$ cat config.mk
export PLATFORM = sky130hd
export DESIGN_NAME = serial_subtractor
export DESIGN_NICKNAME = d
export VERILOG_FILES = /design/src/rtl/serial_subtractor.sv
export SDC_FILE = /design/constraint.sdc
export NUM_CORES = 1
export LEC_CHECK = 0
export CAP_MARGIN = 20
export CELL_PAD_IN_SITES_DETAIL_PLACEMENT = 0
export CELL_PAD_IN_SITES_GLOBAL_PLACEMENT = 1
export CORE_MARGIN = 5
export CORE_UTILIZATION = 40
export DETAILED_ROUTE_END_ITERATION = 6
export PLACE_DENSITY = 0.84
export SLEW_MARGIN = 5
export SYNTH_ARGS = -nofsm -noshare
export SYNTH_HDL_FRONTEND = slang
export SYNTH_SLANG_ARGS = --single-unit
$ cat constraint.sdc
create_clock -name clk -period 1.9 [get_ports clk]
set_input_delay 0.475 -clock clk [delete_from_list [all_inputs] [get_ports clk]]
set_output_delay 0.475 -clock clk [all_outputs]
set_load 0.005 [all_outputs]
$ cat src/rtl/serial_subtractor.sv
// Bit-serial two's-complement subtractor: diff = a - b - bin, LSB first.
// One full-subtractor cell plus a registered borrow; valid/ready on both sides.
module serial_subtractor #(
  parameter int WIDTH = 8
) (
  input  logic             clk,
  input  logic             rst_n,
  input  logic             in_valid,
  output logic             in_ready,
  input  logic [WIDTH-1:0] a,
  input  logic [WIDTH-1:0] b,
  input  logic             bin,
  output logic             out_valid,
  input  logic             out_ready,
  output logic [WIDTH-1:0] diff,
  output logic             bout,
  output logic             ovf,
  output logic             busy
);

  localparam int CW = (WIDTH > 1) ? $clog2(WIDTH) : 1;

  typedef enum logic [1:0] {IDLE, RUN, DONE} state_t;

  state_t           state;
  logic [WIDTH-1:0] a_sh;      // operands shift right so bit i is always at [0]
  logic [WIDTH-1:0] b_sh;
  logic [WIDTH-1:0] d_sh;      // result bits enter at the MSB
  logic             a_msb;     // operand sign bits kept for the overflow test
  logic             b_msb;
  logic [CW-1:0]    cnt;
  logic             br;

  logic             d_bit;
  logic             br_next;
  logic             last_bit;
  logic [WIDTH-1:0] d_sh_next;

  // Full-subtractor cell on the current bit and the next diff shift value
  always_comb begin
    d_bit                = a_sh[0] ^ b_sh[0] ^ br;
    br_next              = (~a_sh[0] & b_sh[0]) | (~(a_sh[0] ^ b_sh[0]) & br);
    d_sh_next            = d_sh >> 1;
    d_sh_next[WIDTH-1]   = d_bit;
    last_bit             = (cnt == CW'(WIDTH - 1));
  end

  // Control FSM, datapath shift registers and registered results
  always_ff @(posedge clk or negedge rst_n) begin
    if (!rst_n) begin
      state <= IDLE;
      a_sh  <= '0;
      b_sh  <= '0;
      d_sh  <= '0;
      a_msb <= 1'b0;
      b_msb <= 1'b0;
      cnt   <= '0;
      br    <= 1'b0;
      diff  <= '0;
      bout  <= 1'b0;
      ovf   <= 1'b0;
    end else begin
      case (state)
        IDLE: begin
          if (in_valid) begin
            a_sh  <= a;
            b_sh  <= b;
            a_msb <= a[WIDTH-1];
            b_msb <= b[WIDTH-1];
            br    <= bin;
            cnt   <= '0;
            state <= RUN;
          end
        end
        RUN: begin
          d_sh <= d_sh_next;
          br   <= br_next;
          a_sh <= a_sh >> 1;
          b_sh <= b_sh >> 1;
          cnt  <= cnt + CW'(1);
          if (last_bit) begin
            // d_sh_next now holds the complete result
            diff  <= d_sh_next;
            bout  <= br_next;
            ovf   <= (a_msb ^ b_msb) & (d_sh_next[WIDTH-1] ^ a_msb);
            state <= DONE;
          end
        end
        DONE: begin
          if (out_ready) state <= IDLE;
        end
        default: state <= IDLE;
      endcase
    end
  end

  // Handshake and status flags decode straight from the state register
  assign in_ready  = (state == IDLE);
  assign busy      = (state == RUN);
  assign out_valid = (state == DONE);

endmodule

### After elaboration in Yosys (flattened, before gate mapping)

Index checks and enable logic that the tools add are counted.

* register bits after elaboration: 42
* input port bits: 21
* output and inout bits: 13
* logic and storage cells: 46

* add/subtract/negate cells: 1
* equal/unequal tests: 6
* muxes and demuxes: 12
* bitwise operators: 10
* reduce and logical (&&, ||, !) cells: 6

Operators with widths (count)
* 8-bit one-hot mux with 2 select lines: 2
* 8-bit two-way mux: 2
* 2-bit two-way mux: 3
* 2-bit one-hot mux with 3 select lines: 1
* 3-bit one-hot mux with 2 select lines: 1
* 2-bit AND reduction: 3
* 2-bit by 1-bit inequality test with 1-bit output, second input constant: 2
* 1-bit bitwise XOR: 4
* 3-bit by 1-bit adder with 3-bit output, second input constant: 1
* 1-bit bitwise AND: 3
* 3-bit == test, second input constant: 1
* 3-bit two-way mux: 1
* 3-bit AND reduction: 1
* 2-bit by 1-bit == test with 1-bit output, second input constant: 1
* 2-bit == test, second input constant: 1
* 2-bit zero test: 1
* 2-bit inequality test, second input constant: 1
* 1-bit inverter: 2
* 1-bit one-hot mux with 2 select lines: 1
* 2-bit nonzero test: 1
* 1-bit two-way mux: 1
* 1-bit bitwise OR: 1

### Depth between registers and ports, before layout

* depth in word-level cells: 5
* depth in mapped cells: 6
* mapped depth without buffers: 5

### Worst setup path after synthesis

OpenSTA, ideal clock, no wires.

* kind: reg-to-reg
* start point: register cnt[0]
* end point: register diff[0]
* library setup time: 0.128 ns
* data arrival time: 1.432 ns
* data required time: 1.772 ns
* slack: 0.340 ns
* stages on the path, launching flop included: 6
* buffers on the path: 1
* clock period less this slack: 1.560 ns
* cells stage by stage: dfrtp_1 -> ha_1 -> ha_1 -> nand3b_1 -> buf_2 -> mux2_1

* longest elaborated chain between the ends: 2

Ends and longest elaborated chain
* start: declaration: line 31 `logic [CW-1:0] cnt;`
* start signal: assignment: line 80 `cnt <= cnt + CW'(1);`
* 3-bit == test: line 45 `last_bit = (cnt == CW'(WIDTH - 1));`
* 2-bit AND reduction (no source line)
* end signal: assignment: line 83 `diff <= d_sh_next;`
* end: declaration: line 15 `output logic [WIDTH-1:0] diff,`

No other way between the ends.
A chain may end at the register's enable or synchronous reset.

### Worst setup path in the final report

* start point: register state[1]
* end point: output in_ready

* longest elaborated chain between the ends: 1

Ends and longest elaborated chain
* start: declaration: line 25 `state_t state;`
* start signal: assignment: line 51 `state <= IDLE;`
* start signal: assignment: line 72 `state <= RUN;`
* start signal: assignment: line 86 `state <= DONE;`
* 2-bit zero test: line 98 `assign in_ready = (state == IDLE);`
* end: declaration: line 9 `output logic in_ready,`

No other way between the ends.

==> impl_metrics.csv <==
group,metric,value,unit
floorplanning,rows,24,
logic_synthesis,synthFlopType,"dfrtp_1",
logic_synthesis,synth_area,0.00186,mm2
critical_path,crit_required,1.42,ns
critical_path,end_kind,"output pin",
logic_synthesis,synth-edff-count,0,
critical_path,cp_num_buf_inv,1,
cells_and_area,final_core_util,54.5,%
logic_synthesis,synth_area_leader_cell,"dfrtp_1",
sta,skew,0.00996,ns
cells_and_area,syn_to_final_growth,30.0,%
cts,cts_buffer_depth,2,
critical_path,crit_type,"flop to output pin",
floorplanning,fp.dieH,78.2,um
power,internal_power,2.40,mW
logic_synthesis,ys_seq_elements,41,
logic_synthesis,yosysTopAreaCellShare,55.1,%
logic_synthesis,yosysMostFrequentCell,"dfrtp_1",
power,p_sw_share,32.5,%
grt,grt_pass1_vias,1436,
drt,drcViolationCount,0,
placement,placed_area,0.00227,mm2
critical_path,worst_ep_arrival_time,1.39,ns
placement,dp_hpwl,2690,um
sta,rsz0062_at_grt,"false",
floorplanning,die_w,78.2,um
drt,wl_per_cell,14.5,um
sta,hold_violations,0,
cts,clk_pin_slew,0.07,ns
power,p_seq_share,41.7,%
cells_and_area,stdcell_count,271,
floorplanning,num_io_pins,34,
sta,tightestPinTransition,0.475,ns
critical_path,crit_fanout,4,
logic_synthesis,synth_nets,203,
power,cellLeakagePower,1.10,nW
grt,grt_antenna_before_repair,0,
logic_synthesis,async_flop_share,100,%
cells_and_area,finalNetCount,242,
floorplanning,start_util,41.9,%
grt,gr-usage-all-layers,14.1,%
power,peakVddDrop,0.675,mV
drt,drt_pass1_iterations,4,
floorplanning,dieArea,0.00612,mm2
drt,vias,1382,
critical_path,crit_slowest_cell,"clkdlybuf4s50_1",
placement,io_buffers,33,
sta,slew_headroom,68.4,%
cts,cts-root-buf,"clkbuf_8",
drt,via_per_inst,5.10,
power,clkPwrFrac,20.2,%
critical_path,critPathTopFamily,"buffers and inverters",
sta,slew_violations,0,
grt,grt_pass1_wl,6840,um
cts,cts_made_buffers,5,
drt,antenna_left,0,
critical_path,worstPathCellList,"nor2_2 > clkdlybuf4s50_1",
power,p_switching,1.15,mW
placement,dp.cells,261,
sta,min_period_over_period,98.0,%
cells_and_area,drive_gt1_share,11.0,%
critical_path,crit_path_start_kind,"flop",
cells_and_area,diodes,0,
placement,place.gp.congestion,0.744,
critical_path,critPathMaxStageDelay,0.52,ns
sta,period_needed,1.86,ns
cts,cts.htree.levels,2,
outcome,status,"completed",
logic_synthesis,yosysWarnings,0,
logic_synthesis,seq_area_frac_synth,55.1,%
run,max_cap_violations,0,
drt,routed_wl,3920,um
logic_synthesis,synth.avg_cell_area,10.4,um2
sta,setup_violations,0,
cts,clk_latency,0.29,ns
cells_and_area,design_area,0.00242,mm2
logic_synthesis,synth_common_cells,"41 x dfrtp_1, 26 x nand2_1, 21 x o21ai_1, 18 x nor2b_1, 16 x a21oi_1",
drt,drtIter0Drc,84,
worst_hold_path,min_path_type,"input pin to asynchronous set/reset pin",
logic_synthesis,netlist_top_cells_area,"dfrtp_1 55%, mux2_1 6.0%, nor2b_1 6.0%, a22oi_1 5.6%, o21ai_1 5.6%",
logic_synthesis,ys_types,22,
power,pwr-share-comb,38.2,%
cts,ctsHoldBuffers,0,
logic_synthesis,synthCells,179,
cts,clock-sinks,41,
grt,grt_max_degree,24,
sta,max_freq,537,MHz
floorplanning,core,0.00444,mm2
power,p_per_area,1470,mW/mm2
grt,grt_overflow,0,
cts,cts_tree,"built",
[area by class of cell]
type	count	area [um2]
multi-input combinational	121	772
timing repair buffer	44	422
clock inverter	1	30.0
inverter	5	18.8
fill	407	2020
clock buffer	7	86.3
tap	52	65.1
sequential	41	1030
[flip-flops by register name, summed over array words and instances, names as in the netlist]
register and flops:
state 2, br 1, bout 1, b_msb 1
b_sh 8, diff 8, ovf 1, cnt 3
a_sh 8, a_msb 1, d_sh 7
[power by group through the flow]
stage / combinational (mW) / sequential (mW) / clock, mW
5_1_grt: 1.53 / 1.54 / 0.776
3_3_place_gp: 1.32 / 1.49 / 0
4_1_cts: 1.38 / 1.48 / 0.741
3_5_place_dp: 1.34 / 1.50 / 0
2_1_floorplan: 0.863 / 1.44 / 0
6_report: 1.36 / 1.48 / 0.716
[logic make-up after synthesis]
logic type | after synthesis | share of synthesized area [%]
AOI/OAI and AO/OA | 57 | 18.3
adders and majority gates | 3 | 2.42
buffers and inverters | 17 | 4.43
DFF | 41 | 55.1
muxes | 11 | 6.58
and+or+nand+nor | 50 | 13.2
[timing repair]
item                                    4_1_cts  5_1_grt
setup buffers                                 2        0
resized for setup                             2        4
hold endpoints to repair                      0        0
pin swaps                                     0        0
endpoints found under the setup margin        3        2
[worst register-to-register path, delay by kind of cell, from the launching register on]
| kind | cells | cell delay, ns |
|---|---|---|
| buffers and inverters | 2 | 0.31 |
| DFF | 1 | 0.45 |
| muxes | 1 | 0.35 |
| and+or+nand+nor | 2 | 0.39 |
[path summary, 6_finish.rpt]
| check | slack [ns] | to | start | cells past startpoint |
|---|---|---|---|---|
| setup / recovery | 0.04 | in_ready | state[1] | 2 |
| hold / removal | 0.13 | diff[4] | rst_n | 1 |
| setup reg to reg | 0.29 | b_msb | state[1] | 5 |
| hold reg to reg | 0.48 | d_sh[1] | d_sh[1] | 2 |
| max in group asynchronous | 1.29 | diff[3] | rst_n | 2 |
| min in group clk | 0.48 | d_sh[1] | d_sh[1] | 2 |
[metal layers]
layer / part of all wire [%] / global-route usage, %
met5: 0 / 0
met4: 2.2 / 6.82
met1: 45 / 17.2
met2: 51 / 23.5
met3: 2.7 / 3.55
[cells in the final DEF (no fill, tap or decap)]
cell type and n:
fa_1 1, mux2_1 10, nand2_1 26, dfrtp_2 1
clkdlybuf4s50_1 30, dlymetal6s2s_1 1, nor2_2 1, nor2b_1 18
inv_1 4, inv_2 1, bufinv_16 1, clkbuf_8 6
ha_1 2, clkbuf_1 1, buf_4 10, buf_12 1
a2bb2oi_1 3, o21ai_1 21, nand2b_4 2, a22o_1 2
o21bai_1 1, nand3b_1 1, nor2_1 1, nor3b_1 1
dlygate4sd2_1 1, a22oi_1 14, mux2i_1 1, a21oi_1 16
dfrtp_1 40, buf_2 1
[stage by stage]
step           setup WS (ns)  hold slack (ns)  power, mW  TNS, ns
2_1_floorplan          0.340            0.179       2.31        0
3_5_place_dp          0.0969            0.462       2.84        0
4_1_cts              -0.0211            0.138       3.60  -0.0211
6_report              0.0383            0.130       3.55        0
3_3_place_gp           0.140            0.458       2.80        0
5_1_grt               0.0118            0.162       3.84        0
Power figures use the tool's default switching activity.
